File: src/rtl/timer_pkg.sv
// Shared constants for the memory-mapped interrupt timer.
// Register offsets, FSM encodings, mode codes and CTRL bit positions.
package timer_pkg;

   localparam logic [1:0] TMR_CTRL   = 2'd0;
   localparam logic [1:0] TMR_PRESET = 2'd1;
   localparam logic [1:0] TMR_COUNT  = 2'd2;

   localparam logic [1:0] TS_IDLE = 2'd0;
   localparam logic [1:0] TS_LOAD = 2'd1;
   localparam logic [1:0] TS_CNT  = 2'd2;
   localparam logic [1:0] TS_INT  = 2'd3;

   localparam logic [1:0] TM_ONESHOT = 2'b00;
   localparam logic [1:0] TM_RELOAD  = 2'b01;

   localparam int CB_EN      = 0;
   localparam int CB_MODE_LO = 1;
   localparam int CB_MODE_HI = 2;
   localparam int CB_IM      = 3;

   function automatic logic is_reload(input logic [3:0] c);
      return c[CB_MODE_HI:CB_MODE_LO] == TM_RELOAD;
   endfunction

endpackage

File: src/rtl/timer_irq_tick_div.sv
// Prescaler: one-cycle tick every PRESCALE clocks, restarted by clr.
// With PRESCALE = 1 the tick is high whenever clr is low.
module tick_div #(
   parameter int unsigned PRESCALE = 1
) (
   input  logic clk,
   input  logic reset,
   input  logic clr,
   output logic tick
);

   localparam logic [15:0] LAST = 16'(PRESCALE - 1);

   logic [15:0] cnt;

   assign tick = !clr && (cnt == LAST);

   always_ff @(posedge clk or negedge reset) begin
      if (!reset) begin
         cnt <= '0;
      end else if (clr || tick) begin
         cnt <= '0;
      end else begin
         cnt <= cnt + 16'd1;
      end
   end

endmodule

File: src/rtl/timer_irq.sv
// Programmable down-counter with one-shot / auto-reload interrupt.
// Bus side: CTRL, PRESET (rw) and COUNT (ro) word registers.
module timer_irq
   import timer_pkg::*;
#(
   parameter int unsigned PRESCALE = 1
) (
   input  logic        clk,
   input  logic        reset,
   input  logic [1:0]  addr,
   input  logic        we,
   input  logic [31:0] wdata,
   output logic [31:0] rdata,
   output logic        irq
);

   logic [3:0]  ctrl;
   logic [31:0] preset;
   logic [31:0] count;
   logic [1:0]  state;
   logic        irqf;
   logic        tick;
   logic        en;
   logic        reload;
   logic        wr_ctrl;
   logic        wr_pre;
   logic        expire;

   assign en      = ctrl[CB_EN];
   assign reload  = is_reload(ctrl);
   assign wr_ctrl = we && (addr == TMR_CTRL);
   assign wr_pre  = we && (addr == TMR_PRESET);
   assign expire  = (state == TS_CNT) && en && tick && (count <= 32'd1);
   assign irq     = irqf & ctrl[CB_IM];

   tick_div #(.PRESCALE(PRESCALE)) u_div (
      .clk   (clk),
      .reset (reset),
      .clr   (state != TS_CNT),
      .tick  (tick)
   );

   always_ff @(posedge clk or negedge reset) begin
      if (!reset) begin
         state <= TS_IDLE;
         count <= '0;
      end else begin
         unique case (state)
            TS_IDLE: if (en) state <= TS_LOAD;
            TS_LOAD: begin
               count <= preset;
               state <= TS_CNT;
            end
            TS_CNT: begin
               if (!en) begin
                  state <= TS_IDLE;
               end else if (tick) begin
                  if (count > 32'd1) begin
                     count <= count - 32'd1;
                  end else begin
                     count <= '0;
                     state <= TS_INT;
                  end
               end
            end
            TS_INT: state <= TS_IDLE;
         endcase
      end
   end

   // A bus write to CTRL overrides the one-shot self-disable.
   always_ff @(posedge clk or negedge reset) begin
      if (!reset) begin
         ctrl <= '0;
      end else if (wr_ctrl) begin
         ctrl <= wdata[3:0];
      end else if (state == TS_INT && !reload) begin
         ctrl[CB_EN] <= 1'b0;
      end
   end

   always_ff @(posedge clk or negedge reset) begin
      if (!reset) begin
         preset <= '0;
      end else if (wr_pre) begin
         preset <= wdata;
      end
   end

   always_ff @(posedge clk or negedge reset) begin
      if (!reset) begin
         irqf <= 1'b0;
      end else if (expire) begin
         irqf <= 1'b1;
      end else if (wr_ctrl || wr_pre) begin
         irqf <= 1'b0;
      end else if (state == TS_INT && reload) begin
         irqf <= 1'b0;
      end
   end

   always_comb begin
      rdata = '0;
      case (addr)
         TMR_CTRL:   rdata = {28'd0, ctrl};
         TMR_PRESET: rdata = preset;
         TMR_COUNT:  rdata = count;
         default:    rdata = '0;
      endcase
   end

endmodule

File: config.mk
export PLATFORM = sky130hd
export DESIGN_NAME = timer_irq
export DESIGN_NICKNAME = d
export VERILOG_FILES = /design/src/rtl/timer_pkg.sv /design/src/rtl/timer_irq_tick_div.sv /design/src/rtl/timer_irq.sv
export SDC_FILE = /design/constraint.sdc
export NUM_CORES = 1
export LEC_CHECK = 0
export ABC_AREA = 1
export BUFFER_PORTS_ARGS = -buffer_cell sky130_fd_sc_hd__buf_4
export CORE_ASPECT_RATIO = 1.4
export CORE_UTILIZATION = 64
export CTS_BUF_LIST = sky130_fd_sc_hd__clkbuf_8
export DETAILED_ROUTE_END_ITERATION = 10
export PLACE_DENSITY = 0.95
export SYNTH_ARGS = -nofsm -noshare
export SYNTH_HDL_FRONTEND = slang
export SYNTH_SLANG_ARGS = --single-unit
File: constraint.sdc
create_clock -name clk -period 3.3 [get_ports clk]
set_clock_uncertainty 0.15 [all_clocks]
set_input_delay 0 -clock clk [delete_from_list [all_inputs] [get_ports clk]]
set_output_delay 0 -clock clk [all_outputs]
set_load 0.05 [all_outputs]
Word level (Yosys, flattened, before mapping)
Cells that the tools add are included.
{"block": "word_totals", "reg_bits": 87, "inputBits": 37, "output_inout_bits": 33, "wordCells": 60}
{"block": "op_classes", "addsub": 2, "magnitude_cmp": 2, "eq_ne": 12, "mux": 16, "bitwise_logic": 1, "reduce_logical": 20}
{"op": "2-to-1 mux 32 bit", "n": 3}
{"op": "case mux 32 bit (3 select lines)", "n": 1}
{"op": "case mux 32 bit (2 select lines)", "n": 1}
{"op": "> comparator 32 x 1 -> 1 bit, second input constant", "n": 1}
{"op": "<= comparator 32 x 1 -> 1 bit, second input constant", "n": 1}
{"op": "subtractor 32 x 1 -> 32 bit, second input constant", "n": 1}
{"op": "adder 16 x 1 -> 16 bit, second input constant", "n": 1}
{"op": "zero test 16 bit", "n": 1}
{"op": "2-to-1 mux 16 bit", "n": 1}
{"op": "logical AND 1 bit", "n": 8}
{"op": "2-to-1 mux 2 bit", "n": 4}
{"op": "inequality test 2 bit, second input constant", "n": 4}
{"op": "case mux 2 bit (4 select lines)", "n": 1}
{"op": "equality test 2 x 1 -> 1 bit, second input constant", "n": 3}
{"op": "equality test 2 bit, second input constant", "n": 3}
{"op": "inequality test 3 bit, second input constant", "n": 2}
{"op": "AND reduction 3 bit", "n": 2}
{"op": "2-to-1 mux 1 bit", "n": 5}
{"op": "zero test 2 bit", "n": 2}
{"op": "nonzero test 2 bit", "n": 2}
{"op": "nonzero test 3 bit", "n": 1}
{"op": "zero test 1 bit", "n": 2}
{"op": "logical OR 1 bit", "n": 2}
{"op": "bitwise AND 1 bit", "n": 1}

Depth between registers and ports, before layout
{"block": "depth", "word_depth": 6, "depth_mapped": 11, "depth_no_buf": 11}

Hierarchy
Synthesis repeated with hierarchy kept, for this count alone.
{"block": "unflattened", "hier_cells": 695, "hier_area_um2": 5385.2}
{"mod": "timer_irq", "instances": 1, "cells_per_inst": 571, "area_each_um2": 4440.5, "seq_area_each_um2": 1776.7}
{"mod": "tick_div", "instances": 1, "cells_per_inst": 124, "area_each_um2": 944.7, "seq_area_each_um2": 400.4}

Worst setup path before layout
OpenSTA, ideal clock, no wires.
{"block": "synth_path", "path_kind": "register to register", "from": "reg count[0]", "to": "reg count[28]", "setup_ps": 121, "t_arrival_ps": 1477, "t_required_ps": 3029, "slack_ps": 1552, "stages_incl_launch_ff": 11, "n_path_buf": 1, "synth_period_minus_slack_ps": 1748, "cell_sequence": "dfrtp_1 -> inv_2 -> ha_1 -> nand2_2 -> nor2_8 -> nor2_4 -> nor2_4 -> nor2_8 -> buf_6 -> nand3_1 -> a21oi_1"}
{"block": "synth_between", "elab_chain_len": 5, "elab_cells_between_ends": 6, "classes_between": "add/sub: 1; order compare: 1; mux: 4"}
{"element": "start, declared", "line": "timer_irq.sv:19", "text": "logic [31:0] count;"}
{"element": "start signal, assigned", "line": "timer_irq.sv:51", "text": "count <= preset;"}
{"element": "start signal, assigned", "line": "timer_irq.sv:59", "text": "count <= count - 32'd1;"}
{"element": "subtractor 32 x 1 -> 32 bit / > comparator 32 x 1 -> 1 bit (equally long branches)", "line": "timer_irq.sv:59, timer_irq.sv:58"}
{"element": "2-to-1 mux 32 bit (*)", "line": "timer_irq.sv:58", "text": "if (count > 32'd1) begin"}
{"element": "2-to-1 mux 32 bit (*)", "line": "timer_irq.sv:57", "text": "end else if (tick) begin"}
{"element": "2-to-1 mux 32 bit (*)", "line": "timer_irq.sv:55", "text": "if (!en) begin"}
{"element": "case mux 32 bit (2 select lines) (*)", "line": "timer_irq.sv:48", "text": "unique case (state)"}
Every way passes the cells marked *; elsewhere a longest branch is shown, timed or not. The select of a mux whose other input is x is not followed.
A chain may end at the register's enable or synchronous reset.

Worst setup path in the final report
{"block": "layout_path", "from": "reg u_div.cnt[0]", "to": "reg count[17]"}
{"block": "layout_between", "elab_chain_len": 4}
{"element": "start, declared", "line": "timer_irq_tick_div.sv:14", "text": "logic [15:0] cnt;"}
{"element": "start signal, assigned", "line": "timer_irq_tick_div.sv:24", "text": "cnt <= cnt + 16'd1;"}
{"element": "zero test 16 bit", "line": "timer_irq_tick_div.sv:16", "text": "assign tick = !clr && (cnt == LAST);"}
{"element": "logical AND 1 bit", "line": "timer_irq_tick_div.sv:16"}
{"element": "inequality test 2 bit (no line)"}
{"element": "AND reduction 3 bit (no line)"}
Every way passes these cells.

==> results.md <==
- Outcome: finished, final reports clean
- RSZ-0062 raised after global routing: no
- Fin nets: 877
- TritonCTS Buffers: 9
- Adder-cell share of the synthesized area: 0.9639%
- Xor/xnor share of the synthesized area: 3.205%
- Post-DP HPWL: 9380 um
- Die Ht: 108.6 um
- Post-synthesis mux area share: 0%
- Ys async rst share: 100.0%
- CTS clk-pin slew, worst paths: 0.09 ns
- Synth Cell Area: 5192 um2
- RePlAce Congestion: 0.9243
- Worst slack, placed: 1.110 ns
- Syn Inst Count: 740
- Setup crit end kind: flop
- Num ports: 70
- Total die area: 8482 um2
- Share of the synthesized area in the top cell type: 41.93%
- Max Transition Viols Final: 0
- DRT Pass-1 Iters: 6
- Final hold viol count: 0
- Worst path bufs/invs: 2
- Peak supply drop: 0.4194 mV
- Number of global-route vias before repair: 5410
- Total inserted antenna cells: 0
- Row count: 38
- Initial core utilization: 66.59%
- Largest family of logic cells by synthesized area: simple AND/OR/NAND/NOR gates
- Min Tclk post-route: 2.274 ns
- Yosys top cell by area: dfrtp_1
- CP Max Fanout: 21
- Clk buf depth: 2
- First-pass GRT wire length: 24050 um
- Antenna violations before repair: 0
- Register bit count reported by yosys: 87
- Clk root buf: clkbuf_8
- CTS tree: built
- H-Tree Level Count: 3
- Synth Area in Simple Gates: 31.57%
- Postcts setup bufs: 0
- Rel. slew slack: 25.96%
- WP data required: 3.44 ns
- Critical-path top delay cell: dfrtp_1
- Core area: 7797 um2
- Post-synth top cells: nor2_1 (171), nand2_1 (151), inv_1 (92)
- Peak per-stage delay on the critical path: 0.43 ns
- Max cap viols: 0
- Leak pwr: 2.978 nW
- Synth Warn #: 0
- Top post-synthesis cells by area: dfrtp_1 (42%), nor2_1 (12%), nand2_1 (11%)
- First DRT Iteration DRCs: 556
- Post-DR vias/cell: 5.785
- Detailed-route via count: 5444
- Cell variety after synth: 33
- Final WL: 14500 um
- Total track usage: 36.86%
- Hold Crit Class: input port to flop
- Clock sink count: 87
- WL/cell: 15.41 um
- CP most frequent cell: nor2_1
- Crit path arrival time: 2.41 ns
- Endpoints failing setup: 0
- Layout cells sized above 1: 14.15%
- Setup CP Type: flop to flop
- PD cells: 696.8 nW/um2
- Final period util: 68.90%
- Max frequency: 0.4398 GHz
- Ys flop type: dfrtp_1
- Die X: 78.13 um
- Most common cell in the synthesized netlist: nor2_1
- Antenna viol nets, final: 0
- Setup tns final: 0 ns
- Compound-gate portion of the synthesized area: 12.84%
- Crit-path cells: inv_1, ha_1, nand3_1, nor2_1, nand3_1, nand2_2, buf_4, o21ai_0, nor2_1, nor2_1
- Post-synthesis net count: 781
- CP top delay family: simple AND/OR/NAND/NOR gates
- Area Overhead vs Synth: 21.54%
- Largest net degree at the start of global routing: 88
- Gr ovfl total: 0
- Skew-Pair Late Insertion Delay: 0.39 ns
- Register area share after synthesis: 41.93%
- Mean Syn Cell Area: 7.017 um2
- Setup ws final: 1.026 ns
- # DRC: 0
- CP startpoint kind: flop
- Post-synth EDFFs: 0
- Port-buffer cells: 69
- Worst slew pin tran: 1.108 ns
- Filler cells: 496
report_power, final:
| part | leakage, nW | total (W) | switching, W | internal, W |
|---|---|---|---|---|
| logic | 1.81 | 0.00193 | 0.00131 | 0.000619 |
| registers | 1.06 | 0.00165 | 0.000294 | 0.00135 |
| clock network | 0.109 | 0.000821 | 0.000407 | 0.000413 |
| total | 2.98 | 0.00440 | 0.00201 | 0.00239 |
worst register-to-register path, cell delays in order, from the launching register on:
cell and delay (ns):
dfrtp_1 0.43, inv_1 0.08, ha_1 0.14, nand3_1 0.07, nor2_1 0.19, nand3_1 0.14
nand2_2 0.31, buf_4 0.34, o21ai_0 0.15, nor2_1 0.14, nor2_1 0.05
placed cells by master, fill, tap and decap left out, types with 5 or more instances in the layout:
cell type,instances
nor2_1,170
dfrtp_1,87
dlygate4sd3_1,35
nor2_4,5
o22ai_1,26
inv_1,92
a21oi_1,36
nand3_1,27
nand2_2,7
o21ai_0,51
clkbuf_8,12
nor2_2,9
xor2_1,19
nand2_1,151
buf_4,73
inv_2,5
metrics by stage:
stage          hold WS [ns]  util, %  instances  cell area [um2]  total power (W)
2_1_floorplan       -0.4456        -        740             5192         0.003014
3_5_place_dp        0.06688    73.67        890             5744         0.003486
6_report            0.06866    80.94        941             6311         0.004398
5_1_grt             0.09645    80.94        941             6311         0.004666
3_3_place_gp        0.05652    73.67        890             5744         0.003397
4_1_cts             0.04517    80.94        941             6311         0.004341
flip-flops by register name, indices dropped and copies added (netlist names):
name	count
count	32
ctrl	4
irqf	1
state	2
u_div.cnt	16
preset	32
layout make-up:
type / instances / area [um2] / share of cell area [%]
Clock inverter: 4 / 51.30 / 0.8128
Sequential cell: 87 / 2177 / 34.50
Tap cell: 100 / 125.1 / 1.983
Timing Repair Buffer: 108 / 898.4 / 14.23
Multi-Input combinational cell: 533 / 2530 / 40.09
Clock buffer: 12 / 165.2 / 2.617
Inverter: 97 / 364.1 / 5.769
routing by layer:
| layer | wire, um | track usage, % | up-vias | share of wire, % |
|---|---|---|---|---|
| met2 | 7550 | 65.23 | 291 | 52 |
| met1 | 5188 | 40.77 | 2544 | 36 |
| met3 | 1038 | 7.426 | 81 | 7.2 |
| li1 | - | - | 2528 | - |
| met5 | 0 | 0 | - | 0 |
| met4 | 724 | 21.56 | 0 | 5.0 |
worst paths after layout:
path / startpoint / endpoint / slack [ns] / cells after the start
max reg2reg: u_div.cnt[0] / count[17] / 1.03 / 10
min in group asynchronous: reset / preset[15] / 0.22 / 2
max in group asynchronous: reset / preset[29] / 2.09 / 2
min reg2reg: u_div.cnt[15] / u_div.cnt[15] / 0.31 / 1
min: addr[1] / ctrl[0] / 0.07 / 6
max: u_div.cnt[0] / count[17] / 1.03 / 10
cells by family (layout without fill, tap and decap cells):
kind of cell,after synthesis,count (layout)
AOI/OAI and AO/OA,122,122
xor gates and xnor gates,19,19
adders and majority gates,4,4
buffers and inverters,120,221
DFF,87,87
and+or+nand+nor,388,388
what timing repair did:
item	in CTS	in global routing
hold buffers	35	0
gates resized for setup	0	0
hold endpoints to repair	123	0
Power figures use the tool's default switching activity.
